File: src/rtl/serial_mag_comp_ctrl_pkg.sv
// serial_mag_comp_ctrl_pkg: shared state encoding and one-hot result-flag constants
package serial_mag_comp_ctrl_pkg;
  typedef enum logic [1:0] {IDLE = 2'd0, SCAN = 2'd1, DONE = 2'd2} state_t;
  localparam logic [2:0] GT = 3'b100;
  localparam logic [2:0] EQ = 3'b010;
  localparam logic [2:0] LT = 3'b001;
endpackage

File: src/rtl/serial_mag_comp_ctrl_bit_comp.sv
// bit_comp: combinational 1-bit magnitude comparator cell
module bit_comp (
  output logic gtr,
  output logic eq,
  output logic less,
  input  logic a,
  input  logic b
);
  assign gtr  = a & ~b;
  assign eq   = ~(a ^ b);
  assign less = ~a & b;
endmodule

File: src/rtl/serial_mag_comp_ctrl.sv
// serial_mag_comp_ctrl: MSB-first bit-serial magnitude comparator with valid/ready result
module serial_mag_comp_ctrl
  import serial_mag_comp_ctrl_pkg::*;
#(
  parameter int N = 8,
  parameter bit SIGNED_MODE = 1'b0,
  localparam int CW = $clog2(N + 1)
) (
  input  logic          clk,
  input  logic          rst,
  input  logic          start,
  input  logic [N-1:0]  a_in,
  input  logic [N-1:0]  b_in,
  output logic          busy,
  output logic          res_valid,
  input  logic          res_ready,
  output logic          gtr,
  output logic          eq,
  output logic          less,
  output logic [CW-1:0] bits_examined
);
  localparam int IW = $clog2(N);
  localparam logic [IW-1:0] MSB = IW'(N - 1);
  state_t        state;
  logic [N-1:0]  a_q, b_q;
  logic [IW-1:0] idx;
  logic [2:0]    flags;
  logic          a_bit, b_bit, swap, c_gt, c_eq, c_lt;
  assign {gtr, eq, less} = flags;
  // Two's-complement sign bit has inverted weight, so swap the cell inputs there.
  assign swap  = SIGNED_MODE && (idx == MSB);
  assign a_bit = swap ? b_q[idx] : a_q[idx];
  assign b_bit = swap ? a_q[idx] : b_q[idx];
  bit_comp u_cell (
    .gtr (c_gt),
    .eq  (c_eq),
    .less(c_lt),
    .a   (a_bit),
    .b   (b_bit)
  );
  // Job FSM: accept in IDLE, scan one bit per edge, hold the result until consumed.
  always_ff @(posedge clk) begin
    if (rst) begin
      state         <= IDLE;
      busy          <= 1'b0;
      res_valid     <= 1'b0;
      flags         <= '0;
      bits_examined <= '0;
      a_q           <= '0;
      b_q           <= '0;
      idx           <= '0;
    end else begin
      case (state)
        IDLE: if (start) begin
          a_q           <= a_in;
          b_q           <= b_in;
          idx           <= MSB;
          flags         <= '0;
          bits_examined <= '0;
          busy          <= 1'b1;
          state         <= SCAN;
        end
        SCAN: begin
          bits_examined <= bits_examined + CW'(1);
          if (!c_eq || idx == '0) begin
            flags     <= !c_eq ? (c_gt ? GT : LT) : EQ;
            res_valid <= 1'b1;
            state     <= DONE;
          end else begin
            idx <= idx - IW'(1);
          end
        end
        DONE: if (res_ready) begin
          res_valid <= 1'b0;
          busy      <= 1'b0;
          state     <= IDLE;
        end
        default: begin
          res_valid <= 1'b0;
          busy      <= 1'b0;
          state     <= IDLE;
        end
      endcase
    end
  end
endmodule

File: config.mk
export PLATFORM = sky130hd
export DESIGN_NAME = serial_mag_comp_ctrl
export DESIGN_NICKNAME = d
export VERILOG_FILES = /design/src/rtl/serial_mag_comp_ctrl_pkg.sv /design/src/rtl/serial_mag_comp_ctrl_bit_comp.sv /design/src/rtl/serial_mag_comp_ctrl.sv
export SDC_FILE = /design/constraint.sdc
export NUM_CORES = 1
export LEC_CHECK = 0
export ABC_CLOCK_PERIOD_IN_PS = 3150
export BUFFER_PORTS_ARGS = -buffer_cell sky130_fd_sc_hd__buf_2
export CORE_MARGIN = 2
export CORE_UTILIZATION = 45
export DETAILED_ROUTE_END_ITERATION = 8
export MAX_ROUTING_LAYER = met4
export PLACE_DENSITY = 0.78
export REMOVE_ABC_BUFFERS = 1
export SETUP_SLACK_MARGIN = 0.15
export SLEW_MARGIN = 15
export SYNTH_ARGS = -nofsm -noshare
export SYNTH_HDL_FRONTEND = slang
export SYNTH_SLANG_ARGS = --single-unit
File: constraint.sdc
create_clock -name clk -period 3.15 [get_ports clk]
set_input_delay 0 -clock clk [delete_from_list [all_inputs] [get_ports clk]]
set_output_delay 0 -clock clk [all_outputs]
set_load 0.05 [all_outputs]
; Yosys cells after proc, flatten, opt, wreduce, memory -nomap -nowiden
; Cells that the tools add are included.
[classes]
n_addsub = 2
order_cmp = 1
eq_ne = 6
n_mux = 23
n_bitwise = 5
n_reduce_logical = 11
[ops]
columns = operator, n
row1 = two-way mux 3 bit, 6
row2 = AND reduction 3 bit, 5
row3 = one-hot mux 3 bit (2 select lines), 2
row4 = != test 2 bit (second input constant), 4
row5 = one-hot mux 4 bit (2 select lines), 1
row6 = binary-select mux 1 bit (select 3 bit), 2
row7 = two-way mux 2 bit, 3
row8 = one-hot mux 1 bit (3 select lines), 2
row9 = one-hot mux 2 bit (3 select lines), 1
row10 = two-way mux 1 bit, 5
row11 = adder 4 x 1 -> 4 bit (second input constant), 1
row12 = < comparator 3 x 4 -> 1 bit (second input constant), 1
row13 = two-way mux 4 bit, 1
row14 = AND reduction 2 bit, 2
row15 = logical NOT 3 bit, 1
row16 = inverter 1 bit, 3
row17 = subtractor 3 x 1 -> 3 bit (second input constant), 1
row18 = == test 2 x 1 -> 1 bit (second input constant), 1
row19 = == test 2 bit (second input constant), 1
row20 = logical NOT 2 bit, 1
row21 = nonzero test 2 bit, 1
row22 = bitwise AND 1 bit, 1
row23 = logical OR 1 bit, 1
row24 = XOR 1 bit, 1
[totals]
reg_bits = 30
inputBits = 20
out_inout_bits = 9
wordCells = 56

; Logic depth before layout (Yosys ltp)
[depth]
word_depth = 8
mapped_depth = 9
mapped_depth_nobuf = 7

; Hierarchy
; A second synthesis with hierarchy kept.
[hier_totals]
cells_unflattened = 154
hier_area_um2 = 1390.1
[by_module_without_submodules]
columns = module, n_inst, cells_each, area_each_um2, seq_area_each_um2
row1 = serial_mag_comp_ctrl, 1, 150, 1357.6, 600.6
row2 = bit_comp, 1, 4, 32.5, 0.0

; Least setup slack after synthesis
; OpenSTA, ideal clock, no wires.
[synth_path]
path_type = reg2reg
start = reg idx[1]
end = reg flags[1]
setup_ns = 0.119
t_arrival_ns = 1.966
required_ns = 3.031
slack_ns = 1.065
stages_incl_launch_ff = 9
n_path_buf = 2
period_less_slack_ns = 2.085
cell_sequence = dfxtp_1 buf_6 mux4_1 nand2_1 nand2_1 ha_1 clkbuf_1 a31oi_1 o221a_1
[synth_via]
elab_chain_cells = 6
word_cells_on_any_way = 12
classes_between = eq/ne: 1 / mux: 7 / bitwise: 1 / reduce/logical: 3
[synth_lines]
columns = item, line_no
row1 = from (decl), serial_mag_comp_ctrl.sv:26  ; logic [IW-1:0] idx;
row2 = from (signal assigned), serial_mag_comp_ctrl.sv:70  ; idx <= idx - IW'(1);
row3 = "binary-select mux 1 bit (select 3 bit), on equally long branches", -
row4 = "two-way mux 1 bit, on equally long branches", "serial_mag_comp_ctrl.sv:32, serial_mag_comp_ctrl.sv:33"
row5 = XOR 1 bit, serial_mag_comp_ctrl_bit_comp.sv:10  ; assign eq = ~(a ^ b);
row6 = two-way mux 3 bit / logical OR 1 bit (equally long branches), "serial_mag_comp_ctrl.sv:66, serial_mag_comp_ctrl.sv:65"
row7 = two-way mux 3 bit / != test 2 bit (equally long branches), -
row8 = one-hot mux 3 bit (2 select lines) / AND reduction 3 bit (equally long branches), -
row9 = to (signal assigned), serial_mag_comp_ctrl.sv:66  ; flags <= !c_eq ? (c_gt ? GT : LT) : EQ;
row10 = to (decl), serial_mag_comp_ctrl.sv:27  ; logic [2:0] flags;
; Several ways; a longest one is shown, not always the timed one. The select of a mux whose other input is x is not followed.
; A chain may end at the register's enable or synchronous reset.

; Worst setup path in the final report
; Same ends and word-level chain as after synthesis.

==> flow_summary.ini <==
[cells_and_area]
drive_above_1_share_pct = 19.80
final_nets = 223
diodes = 0
seq_area_sq_um = 600.6
multi_input_area_sq_um = 732.0
n_fill_cell = 257
areaGrowthSynthToFinish_pct = 23.08

[synth]
synth_flop_cell = dfxtp_1
netlist_area_sq_um = 1431
synthMuxAreaShare_pct = 8.741
ys_types = 37
avgSynthCellArea_sq_um = 9.117
yosys_register_bits = 30
synth_top_family_by_area = simple AND/OR/NAND/NOR gates
async_flop_share_pct = 0
synthXorXnorAreaFrac_pct = 0
synth_compound_area_share_pct = 17.05
synth_enable_flop_cells = 0
synth-simple-area-share_pct = 20.98
synth_adder_area_share_pct = 4.371
yosysWarningCount = 0
ys_seq_area_share_pct = 41.96
synthCells = 157

[timing]
min_period_ns = 2.238
timing.fmax_ghz = 0.4468
setup_tns_ns = 0
max_slew.worst_pin.slew_ns = 0.5063
setup_viol = 0
finClkSkew_ns = 0.006408
timing.final.crit_share_pct = 71.06
max-slew-margin-rel_pct = 66.25
rsz0062_at_grt = no
report.final.hold_viol_count = 0
fin_ws_ns = 0.9116
drv_slew = 0

[clocking]
path_clk_slew_ns = 0.09
cts_tree = done
cts_buffers = 5
cts_resized = 0
clock_latency_ns = 0.32
cts_buffer_depth = 2
clockRootBuffer = clkbuf_4
clkSinkCount = 30
htreeDepth = 2

[pwr]
power.density_nw_per_um2 = 530.0
power.leakage_uw = 0.0007531
peakVddDrop_mv = 0.2705

[placed_design]
finalWeightedCongestion = 0.9222
pre_cts_slack_ns = 0.9275
port_buffers = 28
dp_hpwl_um = 1897

[drt]
ant_nets = 0
vias = 1219
firstDrtPassIters = 4
drt_iter0_markers = 29
via_per_inst = 5.058
drt-total-wl_um = 2878
wl_per_cell_um = 11.94
drc_errors = 0

[setup_path]
path_class = reg2reg
crit_fanout = 9
crit_buf_inv = 0
start_kind = flop
slowest_stage = mux4_1
endpoint_kind = flop
worstPathArrival_ns = 2.51
cp_top_family = multiplexers
slowest_delay_ns = 0.59
crit_chain = mux4_1, nand2_1, and2_1, ha_1, a31oi_1, o221a_1
cp.required_ns = 3.42

[grt]
track_usage_pct = 19.05
gr-total-overflow = 0
grt_pass1_vias = 1185
grt_max_degree = 26
antenna_found_initial = 0
grt_pass1_wl_um = 4995

[floorplan]
coreArea_sq_um = 3028
ios = 29
die_x_um = 60.40
die_y_um = 60.40
fp.dieArea_sq_um = 3648
initial_core_util_pct = 47.27
std_cell_rows = 20

[worst_hold_path]
hold_path_class = in2reg

[status]
status = completed

[run]
cap_violations = 0
metrics by stage:
stage          std cells  hold slack [ns]  utilization (%)  total power (uW)  instance area, sq um
4_1_cts              241          0.02957            58.18             939.4                  1762
5_1_grt              241          0.03400            58.18             994.3                  1762
3_5_place_dp         219           0.2452            51.20             702.7                  1550
6_report             241          0.03558            58.18             933.7                  1762
2_1_floorplan        146          0.06907                -             634.4                  1348
3_3_place_gp         219           0.2400            51.20             691.3                  1550
what timing repair did:
item                      4_1_cts  5_1_grt
hold buffers                   16        0
hold endpoints to repair       16        0
setup buffers                   0        0
logic make-up (layout without fill, tap and decap cells):
logic type / Yosys count / in the layout
adder cells (fa/ha/maj): 5 / 5
AO/OA/AOI/OAI: 37 / 37
buffers and inverters: 15 / 55
flip-flops: 30 / 30
multiplexers: 6 / 6
AND/OR/NAND/NOR: 64 / 64
final timing paths:
path | from | end | slack [ns] | cells after the start
worst min register to register | b_q[1] | b_q[1] | 0.46 | 2
worst max register to register | idx[1] | flags[1] | 0.91 | 6
worst max-delay path | idx[1] | flags[1] | 0.91 | 6
worst min-delay path | res_ready | state[1] | 0.04 | 3
cell usage after synthesis, types with 2 or more instances:
master | number | share of area, %
a21oi_1 | 18 | 6.3
nand2_1 | 43 | 11
and2_1 | 2 | 0.87
a311oi_1 | 2 | 1.2
nand3b_1 | 2 | 1.0
ha_1 | 5 | 4.4
a31oi_1 | 3 | 1.3
buf_6 | 5 | 3.9
dfxtp_1 | 30 | 42
nor2_1 | 2 | 0.52
mux2i_1 | 2 | 1.4
inv_1 | 4 | 1.0
o2bb2ai_1 | 2 | 1.2
o21a_1 | 2 | 1.0
mux4_1 | 4 | 7.3
nand2b_1 | 5 | 2.2
a211oi_1 | 2 | 1.0
nand3_1 | 2 | 0.70
clkbuf_1 | 4 | 1.0
worst reg2reg max path: cells and delay by family, from the launching register on:
kind | cells | cell delay [ns]
AOI/OAI and AO/OA | 2 | 0.54
adders and majority gates | 1 | 0.33
DFF | 1 | 0.48
muxes | 1 | 0.59
and+or+nand+nor | 2 | 0.25
area by class of cell:
class / count / area share (%)
repair buffers: 45 / 17.47
well taps: 44 / 3.125
clock buffers: 6 / 2.912
multi-input cells: 112 / 41.55
flip-flops and latches: 30 / 34.09
inverters: 4 / 0.8523
where the power goes:
group	total [uW]	switching [uW]	leakage, uW	internal [uW]
combinational	258	148	0.000477	110
clock	222	122	0.0000302	100
sequential	454	36.4	0.000246	417
total	934	306	0.000753	628
metal layers:
| metal | wire length (um) | GRT usage, % |
|---|---|---|
| met1 | 1331 | 22.67 |
| met2 | 1383 | 31.21 |
| met3 | 130 | 5.757 |
| met5 | 0 | - |
| met4 | 33 | 5.397 |
registers in the layout, summed over array words and instances (netlist names):
signal,cells
a_q,8
b_q,8
bits_examined,4
busy,1
flags,3
idx,3
res_valid,1
state,2
placed cells by master (no fill, tap or decap), types with 2 or more instances in the layout:
cell type / Yosys / final
a211oi_1: 2 / 2
a21oi_1: 18 / 18
a311oi_1: 2 / 2
a31oi_1: 3 / 3
and2_1: 2 / 2
buf_2: 1 / 28
clkbuf_4: 0 / 5
dfxtp_1: 30 / 30
dlygate4sd3_1: 0 / 16
ha_1: 5 / 5
inv_1: 4 / 4
mux2i_1: 2 / 2
mux4_1: 4 / 4
nand2_1: 43 / 43
nand2b_1: 5 / 5
nand3_1: 2 / 2
nand3b_1: 2 / 2
nor2_1: 2 / 2
o21a_1: 2 / 2
o2bb2ai_1: 2 / 2
(Power assumes the default switching activity.)
